`src/rtl/mem_arbiter_if.sv`:
```
// Bundle of IF-stage, MEM-stage and SRAM pin signals around the memory arbiter.
// slave = arbiter view, master = requesters + SRAM view.
interface mem_arbiter_if #(
  parameter int ADDR_W = 16,
  parameter int DATA_W = 16
);
  logic              IfReq;
  logic [ADDR_W-1:0] IfAddr;
  logic [DATA_W-1:0] IfData;
  logic              IfValid;
  logic              Flush;
  logic              PcPause;

  logic              MemReq;
  logic              MemWe;
  logic [ADDR_W-1:0] MemAddr;
  logic [DATA_W-1:0] MemWData;
  logic [DATA_W-1:0] MemRData;
  logic              MemDone;

  logic [ADDR_W-1:0] Ram_Addr;
  logic [DATA_W-1:0] Ram_DataOut;
  logic              Ram_DataOe;
  logic [DATA_W-1:0] Ram_DataIn;
  logic              Ram_Ce_n;
  logic              Ram_Oe_n;
  logic              Ram_We_n;

  modport slave (
    input  IfReq, IfAddr, Flush, MemReq, MemWe, MemAddr, MemWData, Ram_DataIn,
    output IfData, IfValid, PcPause, MemRData, MemDone,
           Ram_Addr, Ram_DataOut, Ram_DataOe, Ram_Ce_n, Ram_Oe_n, Ram_We_n
  );

  modport master (
    output IfReq, IfAddr, Flush, MemReq, MemWe, MemAddr, MemWData, Ram_DataIn,
    input  IfData, IfValid, PcPause, MemRData, MemDone,
           Ram_Addr, Ram_DataOut, Ram_DataOe, Ram_Ce_n, Ram_Oe_n, Ram_We_n
  );
endinterface

```
`src/rtl/mem_arbiter.sv`:
```
// Single-port SRAM arbiter for fetch and load/store; alternates grants when both wait.
// Reads: Valid/Done one cycle after WAIT_CYCLES+1 strobe cycles; writes add a RECOVER cycle.
module mem_arbiter #(
  parameter int ADDR_W      = 16,
  parameter int DATA_W      = 16,
  parameter int WAIT_CYCLES = 1
) (
  input logic      Clk,
  input logic      Rst,
  mem_arbiter_if.slave bus
);

  localparam int CNT_W = $clog2(WAIT_CYCLES + 2);
  localparam logic [CNT_W-1:0] CNT_LAST = CNT_W'(WAIT_CYCLES);

  localparam logic [2:0] ST_IDLE    = 3'd0;
  localparam logic [2:0] ST_RD_IF   = 3'd1;
  localparam logic [2:0] ST_RD_MEM  = 3'd2;
  localparam logic [2:0] ST_WR_MEM  = 3'd3;
  localparam logic [2:0] ST_RECOVER = 3'd4;

  localparam logic LG_IF  = 1'b0;
  localparam logic LG_MEM = 1'b1;

  logic [2:0]        state_q,      state_d;
  logic [CNT_W-1:0]  cnt_q,        cnt_d;
  logic              last_grant_q, last_grant_d;
  logic              flush_q,      flush_d;
  logic              if_valid_q,   if_valid_d;
  logic              mem_done_q,   mem_done_d;
  logic [DATA_W-1:0] if_data_q,    if_data_d;
  logic [DATA_W-1:0] mem_rdata_q,  mem_rdata_d;
  logic [ADDR_W-1:0] ram_addr_q,   ram_addr_d;
  logic [DATA_W-1:0] ram_dout_q,   ram_dout_d;
  logic              ram_doe_q,    ram_doe_d;
  logic              ram_ce_n_q,   ram_ce_n_d;
  logic              ram_oe_n_q,   ram_oe_n_d;
  logic              ram_we_n_q,   ram_we_n_d;

  logic if_elig;
  logic mem_elig;
  logic grant_if;
  logic grant_mem;
  logic last_cnt;
  logic flush_seen;

  // A requester whose completion pulse is visible this cycle is not re-granted.
  assign if_elig    = bus.IfReq & ~if_valid_q & ~bus.Flush;
  assign mem_elig   = bus.MemReq & ~mem_done_q;
  assign grant_if   = if_elig & (~mem_elig | (last_grant_q == LG_MEM));
  assign grant_mem  = mem_elig & ~grant_if;
  assign last_cnt   = (cnt_q == CNT_LAST);
  assign flush_seen = flush_q | bus.Flush;

  always_comb begin
    state_d      = state_q;
    cnt_d        = cnt_q;
    last_grant_d = last_grant_q;
    flush_d      = flush_q;
    if_valid_d   = 1'b0;
    mem_done_d   = 1'b0;
    if_data_d    = if_data_q;
    mem_rdata_d  = mem_rdata_q;
    ram_addr_d   = ram_addr_q;
    ram_dout_d   = ram_dout_q;
    ram_doe_d    = ram_doe_q;
    ram_ce_n_d   = ram_ce_n_q;
    ram_oe_n_d   = ram_oe_n_q;
    ram_we_n_d   = ram_we_n_q;

    case (state_q)
      ST_IDLE: begin
        cnt_d   = '0;
        flush_d = 1'b0;
        if (grant_if) begin
          state_d      = ST_RD_IF;
          last_grant_d = LG_IF;
          ram_addr_d   = bus.IfAddr;
          ram_ce_n_d   = 1'b0;
          ram_oe_n_d   = 1'b0;
        end else if (grant_mem) begin
          last_grant_d = LG_MEM;
          ram_addr_d   = bus.MemAddr;
          ram_ce_n_d   = 1'b0;
          if (bus.MemWe) begin
            state_d    = ST_WR_MEM;
            ram_we_n_d = 1'b0;
            ram_doe_d  = 1'b1;
            ram_dout_d = bus.MemWData;
          end else begin
            state_d    = ST_RD_MEM;
            ram_oe_n_d = 1'b0;
          end
        end
      end

      // A flushed fetch still runs its full strobe so the SRAM never sees a truncated cycle.
      ST_RD_IF: begin
        flush_d = flush_seen;
        if (last_cnt) begin
          state_d    = ST_IDLE;
          if_data_d  = bus.Ram_DataIn;
          if_valid_d = ~flush_seen;
          ram_ce_n_d = 1'b1;
          ram_oe_n_d = 1'b1;
        end else begin
          cnt_d = cnt_q + CNT_W'(1);
        end
      end

      ST_RD_MEM: begin
        if (last_cnt) begin
          state_d     = ST_IDLE;
          mem_rdata_d = bus.Ram_DataIn;
          mem_done_d  = 1'b1;
          ram_ce_n_d  = 1'b1;
          ram_oe_n_d  = 1'b1;
        end else begin
          cnt_d = cnt_q + CNT_W'(1);
        end
      end

      // Data bus stays driven through RECOVER to give the SRAM hold time after We_n rises.
      ST_WR_MEM: begin
        if (last_cnt) begin
          state_d    = ST_RECOVER;
          mem_done_d = 1'b1;
          ram_ce_n_d = 1'b1;
          ram_we_n_d = 1'b1;
        end else begin
          cnt_d = cnt_q + CNT_W'(1);
        end
      end

      ST_RECOVER: begin
        state_d   = ST_IDLE;
        ram_doe_d = 1'b0;
      end

      default: begin
        state_d    = ST_IDLE;
        ram_ce_n_d = 1'b1;
        ram_oe_n_d = 1'b1;
        ram_we_n_d = 1'b1;
        ram_doe_d  = 1'b0;
      end
    endcase
  end

  always_ff @(posedge Clk) begin
    if (Rst) begin
      state_q      <= ST_IDLE;
      cnt_q        <= '0;
      last_grant_q <= LG_MEM;
      flush_q      <= 1'b0;
      if_valid_q   <= 1'b0;
      mem_done_q   <= 1'b0;
      if_data_q    <= '0;
      mem_rdata_q  <= '0;
      ram_addr_q   <= '0;
      ram_dout_q   <= '0;
      ram_doe_q    <= 1'b0;
      ram_ce_n_q   <= 1'b1;
      ram_oe_n_q   <= 1'b1;
      ram_we_n_q   <= 1'b1;
    end else begin
      state_q      <= state_d;
      cnt_q        <= cnt_d;
      last_grant_q <= last_grant_d;
      flush_q      <= flush_d;
      if_valid_q   <= if_valid_d;
      mem_done_q   <= mem_done_d;
      if_data_q    <= if_data_d;
      mem_rdata_q  <= mem_rdata_d;
      ram_addr_q   <= ram_addr_d;
      ram_dout_q   <= ram_dout_d;
      ram_doe_q    <= ram_doe_d;
      ram_ce_n_q   <= ram_ce_n_d;
      ram_oe_n_q   <= ram_oe_n_d;
      ram_we_n_q   <= ram_we_n_d;
    end
  end

  assign bus.IfData      = if_data_q;
  assign bus.IfValid     = if_valid_q;
  assign bus.MemRData    = mem_rdata_q;
  assign bus.MemDone     = mem_done_q;
  assign bus.Ram_Addr    = ram_addr_q;
  assign bus.Ram_DataOut = ram_dout_q;
  assign bus.Ram_DataOe  = ram_doe_q;
  assign bus.Ram_Ce_n    = ram_ce_n_q;
  assign bus.Ram_Oe_n    = ram_oe_n_q;
  assign bus.Ram_We_n    = ram_we_n_q;
  assign bus.PcPause     = bus.IfReq & ~if_valid_q;

endmodule

```
`src/flat_wrapper.sv`:
```
// flat-port wrapper written by rule: the top's interface ports become plain ports
module mem_arbiter_flat 
#(
  parameter int ADDR_W      = 16,
  parameter int DATA_W      = 16,
  parameter int WAIT_CYCLES = 1
)
  (Clk, Rst, bus_IfReq, bus_IfAddr, bus_Flush, bus_MemReq, bus_MemWe, bus_MemAddr, bus_MemWData, bus_Ram_DataIn, bus_IfData, bus_IfValid, bus_PcPause, bus_MemRData, bus_MemDone, bus_Ram_Addr, bus_Ram_DataOut, bus_Ram_DataOe, bus_Ram_Ce_n, bus_Ram_Oe_n, bus_Ram_We_n);
  mem_arbiter_if #(.ADDR_W(ADDR_W), .DATA_W(DATA_W)) bus_i ();
  input logic Clk;
  input logic Rst;
  input wire logic [$bits(bus_i.IfReq)-1:0] bus_IfReq;
  input wire logic [$bits(bus_i.IfAddr)-1:0] bus_IfAddr;
  input wire logic [$bits(bus_i.Flush)-1:0] bus_Flush;
  input wire logic [$bits(bus_i.MemReq)-1:0] bus_MemReq;
  input wire logic [$bits(bus_i.MemWe)-1:0] bus_MemWe;
  input wire logic [$bits(bus_i.MemAddr)-1:0] bus_MemAddr;
  input wire logic [$bits(bus_i.MemWData)-1:0] bus_MemWData;
  input wire logic [$bits(bus_i.Ram_DataIn)-1:0] bus_Ram_DataIn;
  output wire logic [$bits(bus_i.IfData)-1:0] bus_IfData;
  output wire logic [$bits(bus_i.IfValid)-1:0] bus_IfValid;
  output wire logic [$bits(bus_i.PcPause)-1:0] bus_PcPause;
  output wire logic [$bits(bus_i.MemRData)-1:0] bus_MemRData;
  output wire logic [$bits(bus_i.MemDone)-1:0] bus_MemDone;
  output wire logic [$bits(bus_i.Ram_Addr)-1:0] bus_Ram_Addr;
  output wire logic [$bits(bus_i.Ram_DataOut)-1:0] bus_Ram_DataOut;
  output wire logic [$bits(bus_i.Ram_DataOe)-1:0] bus_Ram_DataOe;
  output wire logic [$bits(bus_i.Ram_Ce_n)-1:0] bus_Ram_Ce_n;
  output wire logic [$bits(bus_i.Ram_Oe_n)-1:0] bus_Ram_Oe_n;
  output wire logic [$bits(bus_i.Ram_We_n)-1:0] bus_Ram_We_n;
  assign bus_i.IfReq = bus_IfReq;
  assign bus_i.IfAddr = bus_IfAddr;
  assign bus_i.Flush = bus_Flush;
  assign bus_i.MemReq = bus_MemReq;
  assign bus_i.MemWe = bus_MemWe;
  assign bus_i.MemAddr = bus_MemAddr;
  assign bus_i.MemWData = bus_MemWData;
  assign bus_i.Ram_DataIn = bus_Ram_DataIn;
  assign bus_IfData = bus_i.IfData;
  assign bus_IfValid = bus_i.IfValid;
  assign bus_PcPause = bus_i.PcPause;
  assign bus_MemRData = bus_i.MemRData;
  assign bus_MemDone = bus_i.MemDone;
  assign bus_Ram_Addr = bus_i.Ram_Addr;
  assign bus_Ram_DataOut = bus_i.Ram_DataOut;
  assign bus_Ram_DataOe = bus_i.Ram_DataOe;
  assign bus_Ram_Ce_n = bus_i.Ram_Ce_n;
  assign bus_Ram_Oe_n = bus_i.Ram_Oe_n;
  assign bus_Ram_We_n = bus_i.Ram_We_n;
  mem_arbiter #(.ADDR_W(ADDR_W), .DATA_W(DATA_W), .WAIT_CYCLES(WAIT_CYCLES)) u_core (.Clk(Clk), .Rst(Rst), .bus(bus_i));
endmodule
```
`config.mk`:
```
export PLATFORM = sky130hd
export DESIGN_NAME = mem_arbiter_flat
export DESIGN_NICKNAME = d
export VERILOG_FILES = /design/src/rtl/mem_arbiter_if.sv /design/src/rtl/mem_arbiter.sv /design/src/flat_wrapper.sv
export SDC_FILE = /design/constraint.sdc
export NUM_CORES = 1
export LEC_CHECK = 0
export CAP_MARGIN = 20
export CORE_UTILIZATION = 41
export CTS_CLUSTER_DIAMETER = 100
export DETAILED_ROUTE_END_ITERATION = 8
export PLACE_DENSITY = 0.8
export SLEW_MARGIN = 20
export SYNTH_ARGS = -nofsm -noshare
export SYNTH_HDL_FRONTEND = slang
export SYNTH_SLANG_ARGS = --single-unit
export TNS_END_PERCENT = 100
```
`constraint.sdc`:
```
create_clock -name Clk -period 2.4 [get_ports Clk]
set_clock_uncertainty 0.05 [all_clocks]
set_input_delay 0.48 -clock Clk [delete_from_list [all_inputs] [get_ports Clk]]
set_output_delay 0.48 -clock Clk [all_outputs]
set_load 0.02 [all_outputs]
```
==> metrics.md <==
| Metric | Value |
|---|---|
| Filler cell count in the final layout | `550` |
| Non-filler cells in the finished layout | `582` |
| Vias/cell | `a little over 5` |
| Cts bufs inserted | `9` |
| Crit-path cells | `clkdlybuf4s50_1 > nor2b_1 > clkdlybuf4s50_1` |
| Pwr Density | `904.9 nW/µm²` |
| Combinational power share | `38.1%` |
| CP peak stage delay | `0.60 ns` |
| Number of antenna repair diodes | `0` |
| Crit-path max FO | `3` |
| Mapped cell area | `3008 µm²` |
| Worst slew pin tran | `0.7319 ns` |
| Port bufs | `140` |
| Flop pwr share | `around two fifths` |
| Multi-input gate area | `1363 µm²` |
| Antenna viol nets, final | `0` |
| Post-Syn Area per Cell | `8.719 µm²` |
| Wire length per cell | `13.51 µm` |
| Worst reg2reg path startpoint | `u_core.state_q[1]` |
| Die Y | `87.65 µm` |
| Final core occ | `about two thirds` |
| GPL Wtd Cong | `0.8133` |
| Syn Nets | `416` |
| Leak pwr | `1.777 nW` |
| Distinct cell type count after synthesis | `34` |
| Dpl hpwl | `5577 µm` |
| Clock slew at the register clock pins of the worst setup and hold paths | `around 0.080 ns` |
| Worst setup path end | `bus_PcPause` |
| Tmin final | `2.258 ns` |
| Largest cells by area after synthesis | `dfxtp_1 (51%), mux2i_1 (11%), nand2_1 (8.4%)` |
| Pint | `0.002848 W` |
| Clock sink count | `77` |
| Hold-fix buffers at CTS | `0` |
| Status | `complete, no violations` |
| CP Capture Type | `output pin` |
| First-pass detailed-route iteration total | `4` |
| Layout cell share with drive strength beyond 1 | `6.996%` |
| Critical Path Start Type | `input port` |
| Setup Fix Bufs, Post-CTS | `0` |
| Setup Viol. Count Final | `0` |
| Global Route Usage Sum | `21.17%` |
| CP Class | `in -> out` |
| Placed cells | `566` |
| Share of synthesized flip-flops with an asynchronous set or reset | `0%` |
| Switching power | `0.001454 W` |
| Clock Tree Buf Depth | `2` |
| Main synth FF type | `dfxtp_1` |
| Worst relative slew slack | `51.02%` |
| Synth warnings | `0` |
| Final Cycle Share | `94.10%` |
| CP arrival | `1.73 ns` |
| Slew Viols, Final | `0` |
| RSZ-0062 raised after global routing | `no` |
| First-pass GRT wire length | `approximately 13000 µm` |
| I/O Pins | `141` |
| Hold Crit Class | `reg -> reg` |
| Fin. Hold Viols | `0` |
| Worst r2r path cells | `5` |
| Vias in the first global route | `2750` |
| Row cnt | `30` |
| CP dominant cell by count | `clkdlybuf4s50_1` |
| End of the worst register-to-register path | `u_core.bus.Ram_DataOut[3]` |
| Reg area | `1541 µm²` |
| Final wirelength | `7861 µm` |
| GRT overflow | `0` |
| Initial antenna violation count | `0` |
| Dominant cell type by area after synthesis | `dfxtp_1` |
| Max Cap Viol | `0` |
| Area grow syn2layout | `58.07%` |
| Die Area | `7683 µm²` |
| Largest net degree at the start of global routing | `35` |
| Skew-Pair Late Insertion Delay | `0.35 ns` |
| Initial Util | `43.32%` |
| TritonCTS clock tree | `done` |
| Max H-tree Level | `3` |
| Peak supply drop | `0.0003982 V` |
| Slowest cell on the critical path | `clkdlybuf4s50_1` |
| Setup_tns | `0 ns` |
| Top cell type's share of synthesized area | `51.25%` |
| Clk root buf | `clkbuf_8` |
| Switching part of the total | `33.80%` |
| Post-CTS sizing | `0` |
| Total number of vias | `around 2900` |
| EDFF count, synth | `0` |
| Die W | `87.65 µm` |
| Most common cell in the synthesized netlist | `dfxtp_1` |
| Worst EP required | `1.87 ns` |
| Clock share of power | `between 20% and 30%` |
| Top post-synthesis cells by count | `dfxtp_1 (77), nand2_1 (67), nor2_1 (44)` |
| Drt initial violations | `92` |
| Nets | `between 500 and 600` |
| R2r setup slk | `about 0.46 ns` |
| Sequential area share after synthesis | `51.25%` |
| Syn Inst Count | `345` |
| Max frequency | `442.8 MHz` |
| Core area | `6944 µm²` |
| DRC Markers | `0` |
| Flops & latches, synth | `77` |
| Start point of the critical path | `bus_IfReq` |
per-stage QoR:
stage          hold slack [ns]  total power (W)  setup slack [ns]  instance area, µm²
2_1_floorplan           0.3495         0.002610            0.3385                3008
3_5_place_dp            0.3623         0.003313           -0.1438                4536
6_report                0.3937         0.004303            0.1415                4755
5_1_grt                 0.4187         0.004552            0.1086                4755
3_3_place_gp            0.3595         0.003274          -0.07576                4536
4_1_cts                 0.3773         0.004338            0.1405                4747
worst max-delay path, delay by kind of cell:
kind	cells	cell delay, ns
simple gates	1	0.14
buf+inv	2	1.11
state kept, by name, summed over array words and instances (netlist names), 2 cells and up:
register	cells
u_core.bus.IfData	16
u_core.bus.MemRData	16
u_core.bus.Ram_Addr	16
u_core.bus.Ram_DataOut	16
u_core.state_q	3
u_core.cnt_q	2
worst min-delay path by stage:
stage                   start                 end  slack [ns]  depth (start not counted)
2_1_floorplan  u_core.flush_q  u_core.bus.IfValid        0.35                          1
3_3_place_gp   u_core.flush_q  u_core.bus.IfValid        0.36                          1
3_5_place_dp   u_core.flush_q  u_core.bus.IfValid        0.36                          1
4_1_cts        u_core.flush_q  u_core.bus.IfValid        0.38                          1
5_1_grt        u_core.flush_q  u_core.bus.IfValid        0.42                          1
6_report       u_core.flush_q  u_core.bus.IfValid        0.39                          1
metal layers:
layer | vias up | wire (µm) | global-route usage [%]
met4 | 0 | 138 | 8.942
met5 | - | 0 | 0
met2 | 107 | 3785 | 35.72
li1 | 1451 | - | -
met3 | 14 | 581 | 6.221
met1 | 1371 | 3356 | 25.18
layout make-up:
class                           instances  area share [%]
Sequential cell                        77           32.42
Timing Repair Buffer                  151           31.63
Multi-Input combinational cell        238           28.66
Clock buffer                           13           3.553
Tap cell                               96           2.526
Clock inverter                          3          0.8947
Inverter                                4          0.3158
cell families after synthesis:
logic type	Yosys count	synth area share, %
AOI/OAI and AO/OA	72	15.27
adders and majority gates	1	0.4159
buffers and inverters	30	4.118
DFF	77	51.25
muxes	33	10.98
and+or+nand+nor	132	17.97
power by group through the flow:
stage / combinational, W / sequential [W] / clock [W]
2_1_floorplan: 0.000743 / 0.00187 / 0
3_3_place_gp: 0.00161 / 0.00166 / 0
3_5_place_dp: 0.00165 / 0.00167 / 0
4_1_cts: 0.00165 / 0.00164 / 0.00104
5_1_grt: 0.00179 / 0.00167 / 0.00109
6_report: 0.00164 / 0.00164 / 0.00102
cell usage in the layout (no fill, tap or decap), types with 2 or more instances in the layout:
| cell | netlist | layout |
|---|---|---|
| clkdlybuf4s50_1 | 0 | 139 |
| dfxtp_1 | 77 | 77 |
| nand2_1 | 67 | 67 |
| nor2_1 | 44 | 44 |
| a21oi_1 | 38 | 37 |
| mux2i_1 | 33 | 33 |
| a211oi_1 | 16 | 16 |
| clkbuf_8 | 0 | 12 |
| buf_4 | 0 | 9 |
| inv_1 | 4 | 4 |
| nand3_1 | 4 | 4 |
| nor3_1 | 5 | 4 |
| a21o_1 | 3 | 3 |
| nor4_1 | 3 | 3 |
| o21ai_0 | 4 | 3 |
| o21bai_1 | 2 | 2 |
| nand2b_1 | 2 | 2 |
| buf_12 | 0 | 2 |
Power figures use the tool's default switching activity.
